File: config.mk
export PLATFORM = sky130hd
export DESIGN_NAME = hex_display_bank_flat
export DESIGN_NICKNAME = d
export VERILOG_FILES = /design/src/rtl/hex_display_bank_if.sv /design/src/rtl/hex_display_bank.sv /design/src/flat_wrapper.sv
export SDC_FILE = /design/constraint.sdc
export NUM_CORES = 1
export LEC_CHECK = 0
export BUFFER_PORTS_ARGS = -buffer_cell sky130_fd_sc_hd__buf_4
export CAP_MARGIN = 10
export CORE_MARGIN = 10
export CORE_UTILIZATION = 35
export CTS_CLUSTER_DIAMETER = 80
export DETAILED_ROUTE_END_ITERATION = 10
export PLACE_DENSITY = 0.54
export SYNTH_ARGS = -nofsm -noshare
export SYNTH_HDL_FRONTEND = slang
export SYNTH_SLANG_ARGS = --single-unit
File: constraint.sdc
create_clock -name clk -period 2.25 [get_ports clk]
set_clock_uncertainty 0.15 [all_clocks]
set_input_delay 0.225 -clock clk [delete_from_list [all_inputs] [get_ports clk]]
set_output_delay 0.225 -clock clk [all_outputs]
set_load 0.05 [all_outputs]
File: src/rtl/hex_display_bank_if.sv
// Bus bundle between a lab datapath and the seven-segment display bank.
// The datapath side drives value/controls and observes the display state.
interface hex_display_bank_if #(
   parameter int NUM_DIGITS = 6
);
   logic                          load;
   logic [4*NUM_DIGITS-1:0]       value;
   logic                          display_en;
   logic                          lz_blank;
   logic                          blink_en;
   logic [NUM_DIGITS-1:0]         blink_mask;
   logic [NUM_DIGITS-1:0][6:0]    HEX;
   logic [4*NUM_DIGITS-1:0]       shown;
   logic                          blink_phase;

   modport master (
      output load, value, display_en, lz_blank, blink_en, blink_mask,
      input  HEX, shown, blink_phase
   );

   modport slave (
      input  load, value, display_en, lz_blank, blink_en, blink_mask,
      output HEX, shown, blink_phase
   );
endinterface

File: src/rtl/hex_display_bank.sv
// Multi-digit hexadecimal driver for the DE1-SoC seven-segment bank.
// Latches a multi-nibble value and decodes every nibble to an active-low
// glyph, with global enable, leading-zero blanking and per-digit blinking.
module hex_display_bank #(
   parameter int NUM_DIGITS   = 6,
   parameter int BLINK_CYCLES = 25_000_000
) (
   input logic               clk,
   input logic               reset,
   hex_display_bank_if.slave bus
);

   localparam int CW = (BLINK_CYCLES > 2) ? $clog2(BLINK_CYCLES) : 1;
   localparam logic [CW-1:0] CNT_LAST = CW'(BLINK_CYCLES - 1);
   localparam logic [6:0]    BLANK    = 7'b1111111;

   logic [4*NUM_DIGITS-1:0]    shown_q, shown_d;
   logic                       displayEn_q;
   logic                       lzBlank_q;
   logic                       blinkEn_q;
   logic [NUM_DIGITS-1:0]      blinkMask_q;
   logic [CW-1:0]              blinkCnt_q, blinkCnt_d;
   logic                       blinkPhase_q, blinkPhase_d;
   logic [NUM_DIGITS-1:0][6:0] hexOut;

   // Active-low segment pattern for one hex nibble, bit 0 = segment a.
   function automatic logic [6:0] glyph(input logic [3:0] nib);
      logic [6:0] g;
      case (nib)
         4'h0: g = 7'b1000000;
         4'h1: g = 7'b1111001;
         4'h2: g = 7'b0100100;
         4'h3: g = 7'b0110000;
         4'h4: g = 7'b0011001;
         4'h5: g = 7'b0010010;
         4'h6: g = 7'b0000010;
         4'h7: g = 7'b1111000;
         4'h8: g = 7'b0000000;
         4'h9: g = 7'b0010000;
         4'hA: g = 7'b0001000;
         4'hB: g = 7'b0000011;
         4'hC: g = 7'b1000110;
         4'hD: g = 7'b0100001;
         4'hE: g = 7'b0000110;
         default: g = 7'b0001110;
      endcase
      return g;
   endfunction

   // Next shown value and blink timebase; a wrap toggles the phase on the same edge.
   always_comb begin
      shown_d      = bus.load ? bus.value : shown_q;
      blinkCnt_d   = '0;
      blinkPhase_d = 1'b1;
      if (blinkEn_q) begin
         blinkPhase_d = blinkPhase_q;
         if (blinkCnt_q == CNT_LAST) begin
            blinkCnt_d   = '0;
            blinkPhase_d = ~blinkPhase_q;
         end else begin
            blinkCnt_d = blinkCnt_q + CW'(1);
         end
      end
   end

   // State registers; reset wins over load and over the timebase.
   always_ff @(posedge clk) begin
      if (reset) begin
         shown_q      <= '0;
         displayEn_q  <= 1'b0;
         lzBlank_q    <= 1'b0;
         blinkEn_q    <= 1'b0;
         blinkMask_q  <= '0;
         blinkCnt_q   <= '0;
         blinkPhase_q <= 1'b1;
      end else begin
         shown_q      <= shown_d;
         displayEn_q  <= bus.display_en;
         lzBlank_q    <= bus.lz_blank;
         blinkEn_q    <= bus.blink_en;
         blinkMask_q  <= bus.blink_mask;
         blinkCnt_q   <= blinkCnt_d;
         blinkPhase_q <= blinkPhase_d;
      end
   end

   // Per-digit glyph selection, scanning from the most significant digit so a
   // running "all zero so far" flag identifies leading zeros; digit 0 always shows.
   always_comb begin
      logic       allZeroAbove;
      logic [3:0] nib;
      allZeroAbove = 1'b1;
      nib          = '0;
      hexOut       = '1;
      for (int i = NUM_DIGITS - 1; i >= 0; i--) begin
         nib = shown_q[4*i +: 4];
         if (!displayEn_q) begin
            hexOut[i] = BLANK;
         end else if (lzBlank_q && allZeroAbove && (nib == 4'h0) && (i != 0)) begin
            hexOut[i] = BLANK;
         end else if (blinkMask_q[i] && !blinkPhase_q) begin
            hexOut[i] = BLANK;
         end else begin
            hexOut[i] = glyph(nib);
         end
         allZeroAbove = allZeroAbove && (nib == 4'h0);
      end
   end

   assign bus.HEX         = hexOut;
   assign bus.shown       = shown_q;
   assign bus.blink_phase = blinkPhase_q;

endmodule

File: src/flat_wrapper.sv
// flat-port wrapper written by rule: the top's interface ports become plain ports
module hex_display_bank_flat 
#(
   parameter int NUM_DIGITS   = 6,
   parameter int BLINK_CYCLES = 25_000_000
)
  (clk, reset, bus_load, bus_value, bus_display_en, bus_lz_blank, bus_blink_en, bus_blink_mask, bus_HEX, bus_shown, bus_blink_phase);
  hex_display_bank_if #(.NUM_DIGITS(NUM_DIGITS)) bus_i ();
  input logic clk;
  input logic reset;
  input wire logic [$bits(bus_i.load)-1:0] bus_load;
  input wire logic [$bits(bus_i.value)-1:0] bus_value;
  input wire logic [$bits(bus_i.display_en)-1:0] bus_display_en;
  input wire logic [$bits(bus_i.lz_blank)-1:0] bus_lz_blank;
  input wire logic [$bits(bus_i.blink_en)-1:0] bus_blink_en;
  input wire logic [$bits(bus_i.blink_mask)-1:0] bus_blink_mask;
  output wire logic [$bits(bus_i.HEX)-1:0] bus_HEX;
  output wire logic [$bits(bus_i.shown)-1:0] bus_shown;
  output wire logic [$bits(bus_i.blink_phase)-1:0] bus_blink_phase;
  assign bus_i.load = bus_load;
  assign bus_i.value = bus_value;
  assign bus_i.display_en = bus_display_en;
  assign bus_i.lz_blank = bus_lz_blank;
  assign bus_i.blink_en = bus_blink_en;
  assign bus_i.blink_mask = bus_blink_mask;
  assign bus_HEX = bus_i.HEX;
  assign bus_shown = bus_i.shown;
  assign bus_blink_phase = bus_i.blink_phase;
  hex_display_bank #(.NUM_DIGITS(NUM_DIGITS), .BLINK_CYCLES(BLINK_CYCLES)) u_core (.clk(clk), .reset(reset), .bus(bus_i));
endmodule
==> results.py, run 1 <==
metrics = {
    "routing": {
        "vias": 4151,
        "dr.pass1.iters": 4,
        "vias_per_cell": 4.901,
        "first_iter_violations": 268,
        "drt_wl_total_um": 13430,
        "drc": 0,
        "ant_nets": 0,
        "wire_per_inst_um": 15.86,
    },
    "setup_path": {
        "cp_data_arrival_time_ps": 1830,
        "crit_type": "reg -> out",
        "cp_common_cell": "buf_4",
        "critPathMaxFanout": 7,
        "path_cells": "nor4_4 > buf_4 > and4_4 > buf_4 > or3_1 > buf_6",
        "slowest_stage": "dfxtp_2",
        "setup.worst_path.end_class": "primary output",
        "slowest_delay_ps": 350,
        "crit_required_ps": 1880,
        "critPathLaunchType": "flip-flop",
    },
    "floorplanning": {
        "num_rows": 44,
        "fp.dieH_um": 141.3,
        "ioPinCount": 103,
        "die_width_um": 141.3,
        "core_um2": 14480,
        "start_util_pct": 35.55,
        "dieArea_um2": 19960,
    },
    "clock_network": {
        "ctsHtreeMaxLevel": 3,
        "clkSlewWorstSetupHoldPaths_ps": 70,
        "clockRootBuffer": "clkbuf_16",
        "cts.sinks": 101,
        "cts_buffers": 9,
        "cts_max_path_buffers": 2,
        "worstSkewPairLatency_ps": 350,
        "post_cts_buffers": 0,
        "cts_tree": "yes",
    },
    "sta": {
        "finalHoldViolations": 0,
        "grt_setup_unrepaired": "true",
        "worst_pin_slew_ps": 539.6,
        "maxSlewViolCount": 0,
        "setup_ws_ps": 42.74,
        "max_freq_mhz": 453.1,
        "min_period_ps": 2207,
        "finalCritPeriodShare_pct": 98.10,
        "setup_viol": 0,
        "max_slew_margin_pct": 63.65,
    },
    "grt": {
        "grt_max_degree": 41,
        "first_global_vias": 4287,
        "met2_usage_pct": 20.86,
        "antenna_found_initial": 0,
        "use_met1_pct": 17.30,
        "grt.total_usage_pct": 13.47,
        "use_met3_pct": 3.638,
        "grt_pass1_wl_um": 22010,
        "grt.busiest_layer": "met2",
        "grt-ovfl-total": 0,
    },
    "synthesis": {
        "yosysWarnings": 0,
        "synthArstFlopShare_pct": 0,
        "ys.flop_type": "dfxtp_1",
        "synth_cells": 538,
        "ys_types": 54,
        "avgSynthCellArea_um2": 9.568,
        "synth_area_leaders": "dfxtp_1 39%, mux2i_1 9.1%, ha_1 9.0%",
        "synth_fp_nets": 611,
        "yosys.area.top_type": "dfxtp_1",
        "synth.cell_area_um2": 5147,
        "yosys_register_bits": 101,
        "yosys.area.top_type_share_pct": 39.28,
        "synth_edf_count": 0,
        "synth_seq_area_share_pct": 39.28,
    },
    "placed_design": {
        "placed_area_um2": 6102,
        "port_buffers": 102,
        "pre_cts_ws_ps": -28.41,
        "gp_congestion": 0.8592,
        "place_hpwl_um": 10180,
    },
    "power_and_ir_drop": {
        "p_leak_nw": 2.777,
        "p_per_area_nw_per_um2": 672.8,
        "ir_drop_uv": 324.8,
    },
    "outcome": {
        "status": "completed",
    },
    "finish": {
        "fill_cells": 1360,
        "area_growth_pct": 30.34,
        "antennaDiodeCount": 0,
        "nets": 731,
        "layout_commonest_cell": "buf_4",
        "mostFrequentLayoutCells": "100 x buf_4, 97 x dfxtp_1, 47 x mux2i_1, 47 x nor2_1, 37 x ha_1",
        "finalInstanceArea_um2": 6709,
        "drive_gt1_share_pct": 29.26,
        "postLayoutCoreUtil_pct": 46.34,
    },
    "min_path": {
        "hold_path_class": "in -> reg",
    },
    "run": {
        "cap_viol_max_count": 0,
    },
}
==> cells in the mapped netlist (8+ instances only) <==
master / count
nand2b_1: 16
buf_2: 9
nor4_1: 8
o21ai_0: 14
dfxtp_1: 101
o22ai_1: 18
or3_1: 12
nor2_1: 48
nand3_1: 17
or2_2: 22
xnor2_1: 9
a21oi_1: 16
nor2b_1: 10
ha_1: 37
mux2i_1: 47
xor2_1: 10
nand2_1: 13
inv_1: 25
nand4_1: 8
nor3_1: 8
==> metal layers <==
metal	routed length, um	up-vias
met2	6178	108
met1	6283	1921
li1	-	2110
met4	226	0
met3	745	12
met5	0	-
==> final timing paths <==
| kind | from | end | slack (ps) | depth (start not counted) |
|---|---|---|---|---|
| hold / removal | bus_value[9] | u_core.bus.shown[9] | 20 | 3 |
| setup reg to reg | u_core.bus.shown[1] | flip-flop | 200 | 5 |
| setup / recovery | u_core.bus.shown[19] | bus_HEX[24] | 40 | 6 |
| hold reg to reg | u_core.blinkCnt_q[0] | u_core.blinkCnt_q[0] | 310 | 1 |
==> repair_timing <==
action                     in CTS  in global routing
hold buffers                   16                  0
setup endpoints to repair      35                 36
hold endpoints to repair       16                  0
pin swaps                       2                  1
resized for setup              25                 12
==> final cells by class <==
type | instances | area, um2 | share of cell area [%]
sequential | 101 | 2027 | 30.21
tap | 184 | 230.2 | 3.432
multi-input combinational | 377 | 2861 | 42.65
timing repair buffer | 138 | 1167 | 17.40
clock buffer | 11 | 242.7 | 3.618
clock inverter | 5 | 58.81 | 0.8765
inverter | 31 | 121.4 | 1.809
==> through the flow <==
stage               setup TNS [ps]  total power [mW]  instances  hold WS [ps]
global placement                 0             2.885        815         289.7
CTS                              0             4.544        847         2.864
detailed placement          -28.41             2.896        815         296.4
floorplan                        0             2.609        538         193.4
global route                -603.6             4.698        847         32.09
finish                           0             4.514        847         16.29
==> power breakdown <==
| part | internal [mW] | switching (mW) |
|---|---|---|
| Clock | 0.896 | 0.707 |
| Combinational | 0.383 | 0.585 |
| Sequential | 1.90 | 0.0471 |
| Total | 3.18 | 1.34 |
==> kinds of logic (layout without fill, tap and decap cells) <==
logic type	Yosys count	in the layout	synth area share, %
and+or+nand+nor	197	197	21.49
DFF	101	101	39.28
AOI/OAI and AO/OA	71	71	8.921
buffers and inverters	60	185	6.320
muxes	53	53	11.76
adders and majority gates	37	37	8.994
xor gates and xnor gates	19	19	3.233
==> worst max-delay path, delay by kind of cell, from the launching register on <==
kind,cells,cell delay [ps]
buf+inv,3,470
flops,1,350
simple gates,3,670
No activity file was read; power rests on OpenSTA's default activity.
==> run 2: changes to the inputs <==
--- a/config.mk
+++ b/config.mk
@@ -11,2 +11,3 @@
 export CORE_UTILIZATION = 35
+export CTS_BUF_LIST = sky130_fd_sc_hd__clkbuf_4
 export CTS_CLUSTER_DIAMETER = 80
==> constraint.sdc (replaced) <==
create_clock -name clk -period 2.25 [get_ports clk]
set_clock_uncertainty 0.15 [all_clocks]
set_input_delay 0 -clock clk [delete_from_list [all_inputs] [get_ports clk]]
set_output_delay 0 -clock clk [all_outputs]
set_load 0.05 [all_outputs]
==> results.py, run 2 (synthesis gave the netlist of run 1 again) <==
metrics = {
    "sta": {
        "final.setup.tns_ps": 0,
        "setup_viol": 0,
        "min_period_ps": 2132,
        "grt_setup_unrepaired": "false",
        "finalCritPeriodShare_pct": 94.74,
        "whs_ps": 42.03,
        "worst_pin_slew_ps": 561.8,
        "maxSlewViolCount": 0,
        "max_slew_margin_pct": 62.15,
        "max_freq_mhz": 469.1,
        "finalHoldViolations": 0,
    },
    "routing": {
        "vias": 4338,
        "wire_per_inst_um": 15.21,
        "ant_nets": 0,
        "dr.pass1.iters": 4,
        "first_iter_violations": 331,
        "vias_per_cell": 4.842,
        "drt_wl_total_um": 13630,
        "drc": 0,
    },
    "power_and_ir_drop": {
        "total_power_mw": 3.824,
        "clockPowerShare_pct": 22.6,
        "p_leak_nw": 2.875,
        "p_per_area_nw_per_um2": 552.8,
        "power.share.sequential_pct": 50.9,
        "combPwrFrac_pct": 26.5,
        "intPower_mw": 2.562,
        "switchingPower_mw": 1.262,
        "p_sw_share_pct": 32.99,
        "ir_drop_uv": 282.2,
    },
    "run": {
        "cap_viol_max_count": 0,
    },
    "clock_network": {
        "cts.sinks": 101,
        "cts_buffers": 9,
        "clkSlewWorstSetupHoldPaths_ps": 160,
        "clockRootBuffer": "clkbuf_4",
        "cts_tree": "yes",
        "ctsHtreeMaxLevel": 3,
        "cts_max_path_buffers": 2,
        "worstSkewPairLatency_ps": 470,
        "post_cts_buffers": 0,
    },
    "floorplanning": {
        "num_rows": 44,
        "fp.dieH_um": 141.3,
        "core_um2": 14480,
        "dieArea_um2": 19960,
        "die_width_um": 141.3,
        "ioPinCount": 103,
        "start_util_pct": 35.55,
    },
    "placed_design": {
        "port_buffers": 102,
        "placed_area_um2": 6030,
        "place_hpwl_um": 9970,
        "gp_congestion": 0.8892,
    },
    "finish": {
        "drive_gt1_share_pct": 25.77,
        "fill_cells": 1357,
        "mostFrequentLayoutCells": "113 x buf_4, 98 x dfxtp_1, 71 x dlygate4sd3_1",
        "nets": 778,
        "area_growth_pct": 34.37,
        "finalInstanceArea_um2": 6917,
        "layout_commonest_cell": "buf_4",
    },
    "setup_path": {
        "setup.worst_path.end_class": "primary output",
        "reg2reg_slack_ps": 140,
        "crit_required_ps": 2100,
        "cp_data_arrival_time_ps": 1980,
        "crit_type": "reg -> out",
        "r2r-start": "u_core.bus.shown[19]",
        "reg2reg_depth": 6,
        "critPathMaxFanout": 7,
        "critPathLaunchType": "flip-flop",
    },
    "min_path": {
        "min_to": "u_core.bus.shown[23]",
        "hold_path_class": "in -> reg",
        "hold_start": "reset",
        "hold_depth": 3,
    },
    "grt": {
        "grt_max_degree": 48,
        "grt.total_usage_pct": 13.61,
        "antenna_found_initial": 1,
        "first_global_vias": 4379,
        "grt-ovfl-total": 0,
        "grt_pass1_wl_um": 22320,
    },
    "outcome": {
        "status": "completed",
    },
}
==> run 2: changes by cell type in the layout (fill, tap and decap cells not counted), moves of 2 or more <==
cell	before	now
clkbuf_4	0	10
clkinv_4	1	3
clkbuf_16	9	0
diode_2	0	2
clkinv_2	1	3
dlygate4sd3_1	16	71
buf_4	100	113
nand3_1	15	17
buf_6	21	1
nand3_2	2	0
==> run 2: cell type report <==
| cell class | count | area (um2) | share of cell area [%] |
|---|---|---|---|
| clock inverters | 6 | 40.04 | 0.5789 |
| repair buffers | 185 | 1570 | 22.70 |
| well taps | 184 | 230.2 | 3.329 |
| flip-flops and latches | 101 | 2026 | 29.29 |
| diodes | 2 | 5.005 | 0.07236 |
| clock buffers | 10 | 75.07 | 1.085 |
| inverters | 31 | 121.4 | 1.755 |
| multi-input cells | 377 | 2849 | 41.19 |
==> run 2: power by group through the flow <==
stage / clock network [mW] / logic, mW / registers [mW]
floorplan: 0 / 0.558 / 2.05
finish: 0.863 / 1.01 / 1.95
detailed placement: 0 / 0.897 / 1.98
global placement: 0 / 0.890 / 1.98
CTS: 0.907 / 1.01 / 1.95
global route: 0.979 / 1.09 / 1.96
==> run 2: how the worst max path moves through the flow <==
stage                               from          end  cells past startpoint
finish              u_core.bus.shown[12]  bus_HEX[25]                      5
floorplan           u_core.bus.shown[12]    flip-flop                      5
global route        u_core.bus.shown[21]  bus_HEX[24]                      5
global placement                bus_load    flip-flop                      6
detailed placement              bus_load    flip-flop                      6
CTS                 u_core.bus.shown[20]   bus_HEX[7]                      5
==> run 2: repair_timing <==
item,4_1_cts,5_1_grt
endpoints found under the setup margin,35,9
endpoints found under the hold margin,51,0
pin swaps,0,2
gates resized for setup,10,3
hold buffers,71,0
==> run 2: critical path: stages, from the launching register on <==
cell and delay [ps]:
dfxtp_1 360, nor4_2 360, and4_4 320, buf_4 160, or3_1 110, buf_4 190
==> run 2: through the flow <==
| step | setup slack [ps] | cells | util, % |
|---|---|---|---|
| floorplan | 9.777 | 538 | - |
| global placement | 281.5 | 807 | 41.64 |
| detailed placement | 179.1 | 807 | 41.64 |
| CTS | 42.27 | 894 | 47.64 |
| global route | 7.560 | 896 | 47.77 |
| finish | 118.3 | 896 | 47.77 |
==> run 2: metal layers <==
layer | part of all wire, % | wire length, um | track usage [%] | up-vias
met4 | 1.6 | 214 | 4.837 | 0
li1 | - | - | - | 2212
met2 | 49 | 6615 | 22.38 | 98
met5 | 0 | 0 | 0 | -
met1 | 44 | 5951 | 16.38 | 2014
met3 | 6.2 | 847 | 4.172 | 14
==> run 3: changes to the inputs <==
==> constraint.sdc (replaced) <==
create_clock -name clk -period 2.25 [get_ports clk]
set_clock_uncertainty 0.15 [all_clocks]
set_input_delay 0.1125 -clock clk [delete_from_list [all_inputs] [get_ports clk]]
set_output_delay 0.1125 -clock clk [all_outputs]
set_load 0.05 [all_outputs]
==> results.py, run 3 (synthesis gave the netlist of run 1 again) <==
metrics = {
    "finish": {
        "nets": 773,
        "mostFrequentLayoutCells": "103 x buf_4, 93 x dfxtp_1, 56 x dlygate4sd3_1",
        "finalInstanceArea_um2": 6974,
        "fill_cells": 1365,
        "drive_gt1_share_pct": 28.09,
        "postLayoutCoreUtil_pct": 48.17,
        "layout_commonest_cell": "buf_4",
        "area_growth_pct": 35.49,
    },
    "sta": {
        "whs_ps": 41.45,
        "grt_setup_unrepaired": "true",
        "final.setup.tns_ps": 0,
        "maxSlewViolCount": 0,
        "worst_pin_slew_ps": 506.3,
        "setup_ws_ps": 19.85,
        "max_freq_mhz": 448.4,
        "min_period_ps": 2230,
        "finalCritPeriodShare_pct": 99.12,
        "finalHoldViolations": 0,
        "setup_viol": 0,
        "max_slew_margin_pct": 65.89,
    },
    "min_path": {
        "hold_path_class": "in -> reg",
    },
    "clock_network": {
        "clockRootBuffer": "clkbuf_4",
        "cts_max_path_buffers": 2,
        "cts_tree": "yes",
        "ctsHtreeMaxLevel": 3,
        "cts.sinks": 101,
        "worstSkewPairLatency_ps": 480,
        "clkSlewWorstSetupHoldPaths_ps": 150,
        "cts_buffers": 9,
    },
    "floorplanning": {
        "dieArea_um2": 19960,
        "num_rows": 44,
        "start_util_pct": 35.55,
        "fp.dieH_um": 141.3,
        "core_um2": 14480,
        "die_width_um": 141.3,
        "ioPinCount": 103,
    },
    "placed_design": {
        "gp_congestion": 0.8248,
        "pre_cts_ws_ps": 85.44,
        "place_hpwl_um": 10090,
        "port_buffers": 102,
        "placed_area_um2": 6082,
    },
    "setup_path": {
        "r2r-start": "u_core.bus.shown[20]",
        "crit_end": "bus_HEX[8]",
        "reg2reg_depth": 6,
        "crit_type": "reg -> out",
        "critPathMaxFanout": 7,
        "cp_data_arrival_time_ps": 1970,
        "crit_start": "u_core.bus.shown[19]",
        "setup.worst_path.end_class": "primary output",
        "reg2reg_slack_ps": 150,
        "crit_required_ps": 1990,
        "critPathLaunchType": "flip-flop",
    },
    "power_and_ir_drop": {
        "power.share.sequential_pct": 48.1,
        "p_per_area_nw_per_um2": 579.9,
        "clockPowerShare_pct": 26.5,
        "switchingPower_mw": 1.241,
        "ir_drop_uv": 275.6,
        "intPower_mw": 2.804,
        "p_sw_share_pct": 30.68,
        "combPwrFrac_pct": 25.5,
        "p_leak_nw": 2.909,
    },
    "routing": {
        "drc": 0,
        "first_iter_violations": 240,
        "drt_wl_total_um": 13520,
        "ant_nets": 0,
        "vias_per_cell": 4.906,
        "dr.pass1.iters": 4,
        "vias": 4366,
        "wire_per_inst_um": 15.19,
    },
    "run": {
        "cap_viol_max_count": 0,
    },
    "grt": {
        "antenna_found_initial": 1,
        "grt-ovfl-total": 0,
        "grt.total_usage_pct": 13.62,
        "grt_pass1_wl_um": 22180,
        "grt_max_degree": 43,
        "first_global_vias": 4436,
    },
    "outcome": {
        "status": "completed",
    },
}
run 3: cell types whose count changed in the layout (fill, tap and decap cells not counted), moves of 2 or more:
cell | previous run | this run
bufinv_16 | 0 | 2
buf_6 | 1 | 21
clkinv_4 | 3 | 1
dfxtp_2 | 3 | 8
buf_4 | 113 | 103
dlygate4sd3_1 | 71 | 56
clkinv_1 | 0 | 2
dfxtp_1 | 98 | 93
clkinv_2 | 3 | 0
run 3: worst min-delay path by stage:
stage | start | endpoint | slack (ps) | cells after the start
2_1_floorplan | reset | u_core.bus.blink_phase | 80 | 2
3_3_place_gp | bus_blink_mask[0] | u_core.blinkMask_q[0] | 180 | 2
3_5_place_dp | bus_blink_mask[1] | u_core.blinkMask_q[1] | 180 | 2
4_1_cts | bus_value[6] | flip-flop | 2 | 4
5_1_grt | bus_value[6] | flip-flop | 50 | 4
6_report | bus_value[6] | flip-flop | 40 | 4
run 3: worst max-delay path, cell delays in order, from the launching register on:
cell and delay [ps]:
dfxtp_2 360, nor4_2 250, buf_4 150, and4_4 270
a31oi_4 130, nand2b_1 150, buf_6 170
run 3: metal layers:
layer	vias to the layer above	track usage [%]	share of wire, %
met3	17	3.705	5.5
met4	0	5.380	2.0
li1	2196	-	-
met2	100	23.00	49
met1	2053	16.00	43
met5	-	0	0
run 3: metrics by stage:
| step | cells | total power [mW] |
|---|---|---|
| after floorplan | 538 | 2.609 |
| final | 890 | 4.044 |
| after detailed placement | 814 | 2.889 |
| after CTS | 888 | 4.089 |
| after global routing | 890 | 4.241 |
| after global placement | 814 | 2.881 |
run 3: area by class of cell:
class	count	area [um2]	share of cell area, %
timing repair buffer	180	1570	22.52
sequential	101	2032	29.14
multi-input combinational	377	2860	41.01
clock buffer	11	82.58	1.184
antenna	1	2.502	0.03588
inverter	31	121.4	1.740
clock inverter	5	75.07	1.076
tap	184	230.2	3.301
run 3: what timing repair did:
| action | 4_1_cts | 5_1_grt |
|---|---|---|
| setup buffers | 2 | 1 |
| endpoints found under the hold margin | 33 | 0 |
| resized for setup | 38 | 3 |
| hold buffers | 56 | 0 |
| setup endpoints to repair | 30 | 42 |
| pin swaps | 2 | 1 |
run 3: power by group through the flow:
stage	Combinational, mW	Sequential (mW)	Clock [mW]
floorplan	0.558	2.05	0
global placement	0.901	1.98	0
detailed placement	0.910	1.98	0
CTS	1.03	1.95	1.11
global route	1.11	1.96	1.18
finish	1.03	1.94	1.07
